<file path="src/rtl/fsm_alu_seq.sv">
// Multi-cycle load/compute/store sequencer: two operands in, compute, shift, two result beats out.
// Adds width/shift parameters, per-transaction mode, valid/ready streams, sticky overflow and done pulse.
module fsm_alu_seq #(
   parameter int WIDTH = 8,
   parameter int SHIFT = 1
) (
   input  logic             clk,
   input  logic             rst,
   input  logic             start,
   input  logic [1:0]       mode,
   input  logic             in_valid,
   output logic             in_ready,
   input  logic [WIDTH-1:0] data_in,
   output logic             out_valid,
   input  logic             out_ready,
   output logic [WIDTH-1:0] data_out,
   output logic             ovf,
   output logic             busy,
   output logic             done
);

   // state   | meaning
   // S_IDLE  | waiting for start; done pulses here for one cycle after a transaction
   // S_LOAD1 | accepting first operand into reg_a
   // S_LOAD2 | accepting second operand into reg_b
   // S_OP1   | ADD / SUB / first half of ADDSUB / PASS
   // S_OP2   | SUB half of ADDSUB
   // S_SHIFT | left shift of reg_a, zero-filled
   // S_OUT1  | presenting reg_a
   // S_OUT2  | presenting reg_b
   typedef enum logic [2:0] {
      S_IDLE, S_LOAD1, S_LOAD2, S_OP1, S_OP2, S_SHIFT, S_OUT1, S_OUT2
   } state_t;

   localparam logic [1:0] M_ADD    = 2'b00;
   localparam logic [1:0] M_SUB    = 2'b01;
   localparam logic [1:0] M_ADDSUB = 2'b10;
   localparam logic [1:0] M_PASS   = 2'b11;

   state_t             state, state_d;
   logic [WIDTH-1:0]   reg_a, reg_a_d;
   logic [WIDTH-1:0]   reg_b, reg_b_d;
   logic [1:0]         mode_q, mode_d;
   logic               ovf_q, ovf_d;
   logic               done_q, done_d;

   logic [WIDTH:0]     sum;
   logic [WIDTH:0]     diff;
   logic [2*WIDTH-1:0] wide;

   // The extra top bit of diff is the borrow; the upper half of wide holds the shifted-out bits.
   assign sum  = {1'b0, reg_a} + {1'b0, reg_b};
   assign diff = {1'b0, reg_a} - {1'b0, reg_b};
   assign wide = {{WIDTH{1'b0}}, reg_a} << SHIFT;

   always_ff @(posedge clk or posedge rst) begin
      if (rst) begin
         state  <= S_IDLE;
         reg_a  <= '0;
         reg_b  <= '0;
         mode_q <= 2'b00;
         ovf_q  <= 1'b0;
         done_q <= 1'b0;
      end else begin
         state  <= state_d;
         reg_a  <= reg_a_d;
         reg_b  <= reg_b_d;
         mode_q <= mode_d;
         ovf_q  <= ovf_d;
         done_q <= done_d;
      end
   end

   always_comb begin
      state_d   = state;
      reg_a_d   = reg_a;
      reg_b_d   = reg_b;
      mode_d    = mode_q;
      ovf_d     = ovf_q;
      done_d    = 1'b0;
      in_ready  = 1'b0;
      out_valid = 1'b0;
      data_out  = '0;
      busy      = (state != S_IDLE);
      case (state)
         S_IDLE: begin
            if (start) begin
               mode_d  = mode;
               ovf_d   = 1'b0;
               state_d = S_LOAD1;
            end
         end
         S_LOAD1: begin
            in_ready = 1'b1;
            if (in_valid) begin
               reg_a_d = data_in;
               state_d = S_LOAD2;
            end
         end
         S_LOAD2: begin
            in_ready = 1'b1;
            if (in_valid) begin
               reg_b_d = data_in;
               state_d = S_OP1;
            end
         end
         S_OP1: begin
            state_d = S_SHIFT;
            case (mode_q)
               M_ADD: begin
                  reg_a_d = sum[WIDTH-1:0];
                  ovf_d   = ovf_q | sum[WIDTH];
               end
               M_SUB: begin
                  reg_a_d = diff[WIDTH-1:0];
                  ovf_d   = ovf_q | diff[WIDTH];
               end
               M_ADDSUB: begin
                  reg_a_d = sum[WIDTH-1:0];
                  ovf_d   = ovf_q | sum[WIDTH];
                  state_d = S_OP2;
               end
               M_PASS: begin
               end
               default: begin
               end
            endcase
         end
         S_OP2: begin
            reg_a_d = diff[WIDTH-1:0];
            ovf_d   = ovf_q | diff[WIDTH];
            state_d = S_SHIFT;
         end
         S_SHIFT: begin
            reg_a_d = wide[WIDTH-1:0];
            ovf_d   = ovf_q | (|wide[2*WIDTH-1:WIDTH]);
            state_d = S_OUT1;
         end
         S_OUT1: begin
            out_valid = 1'b1;
            data_out  = reg_a;
            if (out_ready) state_d = S_OUT2;
         end
         S_OUT2: begin
            out_valid = 1'b1;
            data_out  = reg_b;
            if (out_ready) begin
               state_d = S_IDLE;
               done_d  = 1'b1;
            end
         end
         default: state_d = S_IDLE;
      endcase
   end

   assign ovf  = ovf_q;
   assign done = done_q;

endmodule

</file>
<file path="config.mk">
export PLATFORM = sky130hd
export DESIGN_NAME = fsm_alu_seq
export DESIGN_NICKNAME = d
export VERILOG_FILES = /design/src/rtl/fsm_alu_seq.sv
export SDC_FILE = /design/constraint.sdc
export NUM_CORES = 1
export LEC_CHECK = 0
export CORE_MARGIN = 1.5
export CORE_UTILIZATION = 44
export CTS_CLUSTER_DIAMETER = 30
export CTS_CLUSTER_SIZE = 10
export DETAILED_ROUTE_END_ITERATION = 6
export PLACE_DENSITY = 0.74
export SYNTH_ARGS = -nofsm -noshare
export SYNTH_HDL_FRONTEND = slang
export SYNTH_SLANG_ARGS = --single-unit
</file>
<file path="constraint.sdc">
create_clock -name clk -period 2.7 [get_ports clk]
set_input_delay 0.405 -clock clk [delete_from_list [all_inputs] [get_ports clk]]
set_output_delay 0.405 -clock clk [all_outputs]
set_load 0.02 [all_outputs]
</file>
==> tab_implementation.tex <==
\begin{tabular}{lr}
\hline
Metric & Value \\
\hline
\multicolumn{2}{l}{\textbf{Worst setup path}} \\
Cell type with the highest occurrence count on the critical path & sky130\_fd\_sc\_hd\_\_nor2\_1 \\
Cell family with the largest share of critical-path delay & buffers and inverters \\
Category of the worst setup path capture point & output port \\
Stage delay of the slowest cell on the critical path & 610 ps \\
Endpoint arrival time on the critical path & 2050 ps \\
Cell chain of the critical path & inv\_1 -> ha\_1 -> nor2\_1 -> nor2\_1 -> clkdlybuf4s50\_1 \\
Register-to-Register Setup Slack & 310 ps \\
Type of the worst setup path & reg2out \\
Standard cell with the maximum stage delay on the critical path & sky130\_fd\_sc\_hd\_\_clkdlybuf4s50\_1 \\
Largest fanout on the critical path & 11 \\
WP buf/inv & 2 \\
CP startpoint kind & register \\
Data required time of the worst path & 2300 ps \\
\multicolumn{2}{l}{\textbf{Synth}} \\
Share of synthesized registers carrying an async set or reset & 100\% \\
Synthesis Warnings & 0 \\
Number of enable-type register cells in the synthesized netlist & 0 \\
Cell count after synthesis & 269 \\
Synthesis-stage register bit count & 23 \\
Number of nets produced by synthesis & 306 \\
Sequential element share of the synthesized area & 26.4\% \\
Syn\_area\_per\_cell & 8.11 sq um \\
Most instantiated flip-flop cell in the synthesis netlist & sky130\_fd\_sc\_hd\_\_dfrtp\_1 \\
Count of unique library cells instantiated by Yosys & 50 \\
Summed instance area of the synthesized netlist & 2180 sq um \\
\multicolumn{2}{l}{\textbf{Timing}} \\
Post-route fraction of the period consumed by the critical path & 90.7\% \\
Transition at the pin with the smallest max-transition slack & 577 ps \\
Worst-case headroom to the max-slew limit & 61.6\% \\
Final setup viols & 0 \\
Final setup TNS & 0 ps \\
Total count of max-transition violations in the final report & 0 \\
Clk\_skew & 9.15 ps \\
Shortest clock period the worst path allows after layout & 2450 ps \\
Worst hold slack after final layout & 471 ps \\
Number of hold violations in the final report & 0 \\
Highest achievable clock rate & 408 MHz \\
Unrepaired setup endpoints after global routing & no \\
\multicolumn{2}{l}{\textbf{Global routing}} \\
Via count of the first global-routing pass & 1956 \\
Pin count of the biggest net entering global routing & 24 \\
Antenna violations before repair & 0 \\
Tot GR Track Use & 21.8\% \\
Global-route wire length before repair & 9230 um \\
Remaining global-route overflow & 0 \\
\multicolumn{2}{l}{\textbf{Route}} \\
Total iterations of the first detailed-routing run & 4 \\
Detailed-route wire length per cell & 15.5 um \\
Post-Route WL & 5580 um \\
Vias per Instance & 5.84 \\
Residual antenna-violating net count after detailed routing & 0 \\
First DRT Iteration DRCs & 156 \\
DRC violations left & 0 \\
Via Count & 2095 \\
\multicolumn{2}{l}{\textbf{Clock network}} \\
Reg clk slew, reported paths & 90 ps \\
Buffer type at the clock tree root & sky130\_fd\_sc\_hd\_\_clkbuf\_8 \\
Setup Buffers After CTS & 0 \\
Clock Sinks & 23 \\
Total clock buffers created by CTS & 3 \\
Clk buf depth & 2 \\
Clock tree from TritonCTS & yes \\
Insertion delay to the later sink of the worst-skew pair & 270 ps \\
Htree depth & 1 \\
\multicolumn{2}{l}{\textbf{Worst hold path}} \\
Min-Delay Path Class & in2async \\
\multicolumn{2}{l}{\textbf{Placement}} \\
HPWL reported at the end of detailed placement & 4230 um \\
Routability congestion estimate from global placement & 0.921 \\
I/O Buffers & 27 \\
\multicolumn{2}{l}{\textbf{Floorplanning}} \\
Core area & 4750 sq um \\
Initial Util & 45.9\% \\
Die height & 73.4 um \\
Number of cell rows & 25 \\
DIE AREA & 5390 sq um \\
Count of pins on the block boundary & 28 \\
Width of the chip & 73.4 um \\
\multicolumn{2}{l}{\textbf{Outcome}} \\
Outcome & complete, no violations \\
\multicolumn{2}{l}{\textbf{Finish}} \\
Net count, final & 330 \\
Proportion of layout cells with a drive suffix above 1 & 8.56\% \\
Area growth from synthesis to final layout & 17.2\% \\
Top library cells by usage in the layout, fill and taps aside & sky130\_fd\_sc\_hd\_\_nor2\_1, sky130\_fd\_sc\_hd\_\_clkdlybuf4s50\_1, sky130\_fd\_sc\_hd\_\_dfrtp\_1 \\
Number of antenna cells inserted & 0 \\
\multicolumn{2}{l}{\textbf{Run}} \\
Max cap viols & 0 \\
\hline
\end{tabular}
routing by layer:
| metal | up-vias | routed length (um) | track usage (%) | part of all wire [%] |
|---|---|---|---|---|
| met1 | 1015 | 2630 | 30.7 | 47 |
| met3 | 4 | 300 | 3.57 | 5.4 |
| met2 | 67 | 2610 | 34.0 | 47 |
| met5 | - | 0 | 0 | 0 |
| li1 | 1009 | - | - | - |
| met4 | 0 | 38 | 7.00 | 0.68 |
Yosys cell counts (2+ instances only):
library cell | n | area share [%]
sky130_fd_sc_hd__a211oi_1 | 3 | 1.0
sky130_fd_sc_hd__a21o_1 | 4 | 1.4
sky130_fd_sc_hd__a21oi_1 | 19 | 4.4
sky130_fd_sc_hd__a221o_1 | 2 | 0.92
sky130_fd_sc_hd__a221oi_1 | 2 | 0.80
sky130_fd_sc_hd__a22oi_1 | 8 | 2.8
sky130_fd_sc_hd__a31oi_1 | 5 | 1.4
sky130_fd_sc_hd__buf_2 | 6 | 1.4
sky130_fd_sc_hd__clkbuf_1 | 4 | 0.69
sky130_fd_sc_hd__dfrtp_1 | 23 | 26
sky130_fd_sc_hd__fa_1 | 2 | 1.8
sky130_fd_sc_hd__ha_1 | 20 | 11
sky130_fd_sc_hd__inv_1 | 22 | 3.8
sky130_fd_sc_hd__mux2_2 | 9 | 4.6
sky130_fd_sc_hd__mux2i_1 | 3 | 1.4
sky130_fd_sc_hd__nand2_1 | 20 | 3.4
sky130_fd_sc_hd__nand2b_1 | 8 | 2.3
sky130_fd_sc_hd__nand3b_1 | 3 | 1.0
sky130_fd_sc_hd__nor2_1 | 27 | 4.6
sky130_fd_sc_hd__nor2b_1 | 13 | 3.7
sky130_fd_sc_hd__nor3_1 | 7 | 1.6
sky130_fd_sc_hd__nor3b_1 | 3 | 1.0
sky130_fd_sc_hd__nor4_1 | 3 | 0.86
sky130_fd_sc_hd__o211ai_1 | 2 | 0.69
sky130_fd_sc_hd__o21a_1 | 3 | 1.0
sky130_fd_sc_hd__o21ai_0 | 19 | 4.4
sky130_fd_sc_hd__o21bai_1 | 2 | 0.69
sky130_fd_sc_hd__o221ai_1 | 3 | 1.2
sky130_fd_sc_hd__o22ai_1 | 2 | 0.57
sky130_fd_sc_hd__o31ai_1 | 2 | 0.69
registers in the layout, summed over array words and instances (netlist names):
name,count
mode_q,2
reg_a,8
ovf,1
state,3
reg_b,8
done,1
final cells by class:
type / count / area [sq um]
inverters: 22 / 82.6
clock buffers: 3 / 41.3
multi-input cells: 212 / 1470
flip-flops and latches: 23 / 576
clock inverters: 1 / 5.00
well taps: 67 / 83.8
fillers: 479 / 2200
repair buffers: 31 / 300
final timing paths:
check | from | to | cells past startpoint
max | state[1] | in_ready | 5
min | rst | reg_a[5] | 3
max reg2reg | reg_a[0] | ovf | 9
min reg2reg | reg_b[3] | reg_b[3] | 2
max in group asynchronous | rst | reg_a[4] | 3
min in group clk | reg_b[3] | reg_b[3] | 2
worst reg2reg max path: cells and delay by family (launching register included):
| kind | cells | cell delay, ps |
|---|---|---|
| adders and majority gates | 2 | 640 |
| and+or+nand+nor | 1 | 110 |
| AOI/OAI and AO/OA | 5 | 1090 |
| DFF | 1 | 410 |
| buffers and inverters | 1 | 70 |
cell families (layout without fill, tap and decap cells):
family                     Yosys count  in the layout  share of synthesized area [%]
AOI/OAI and AO/OA                   88             88                           27.1
xor gates and xnor gates             1              1                          0.402
adders and majority gates           22             22                           13.3
buffers and inverters               34             57                           6.54
DFF                                 23             23                           26.4
muxes                               12             12                           6.02
and+or+nand+nor                     89             89                           20.3
metrics by stage:
step                      area [sq um]  setup slack, ps  cells  util [%]
after floorplan                   2180              563    269         -
after global placement            2500              374    355      52.7
after detailed placement          2500              343    355      52.7
after CTS                         2550             90.9    359      53.7
after global routing              2560              138    359      53.8
final                             2560              250    359      53.8
repair_timing:
item                       4_1_cts  5_1_grt
resized for setup                0        2
setup endpoints to repair        0        8
hold buffers                     0        0
Power is not shown: default switching activity piles up to over one toggle a cycle in this logic, so the estimate is an artifact.
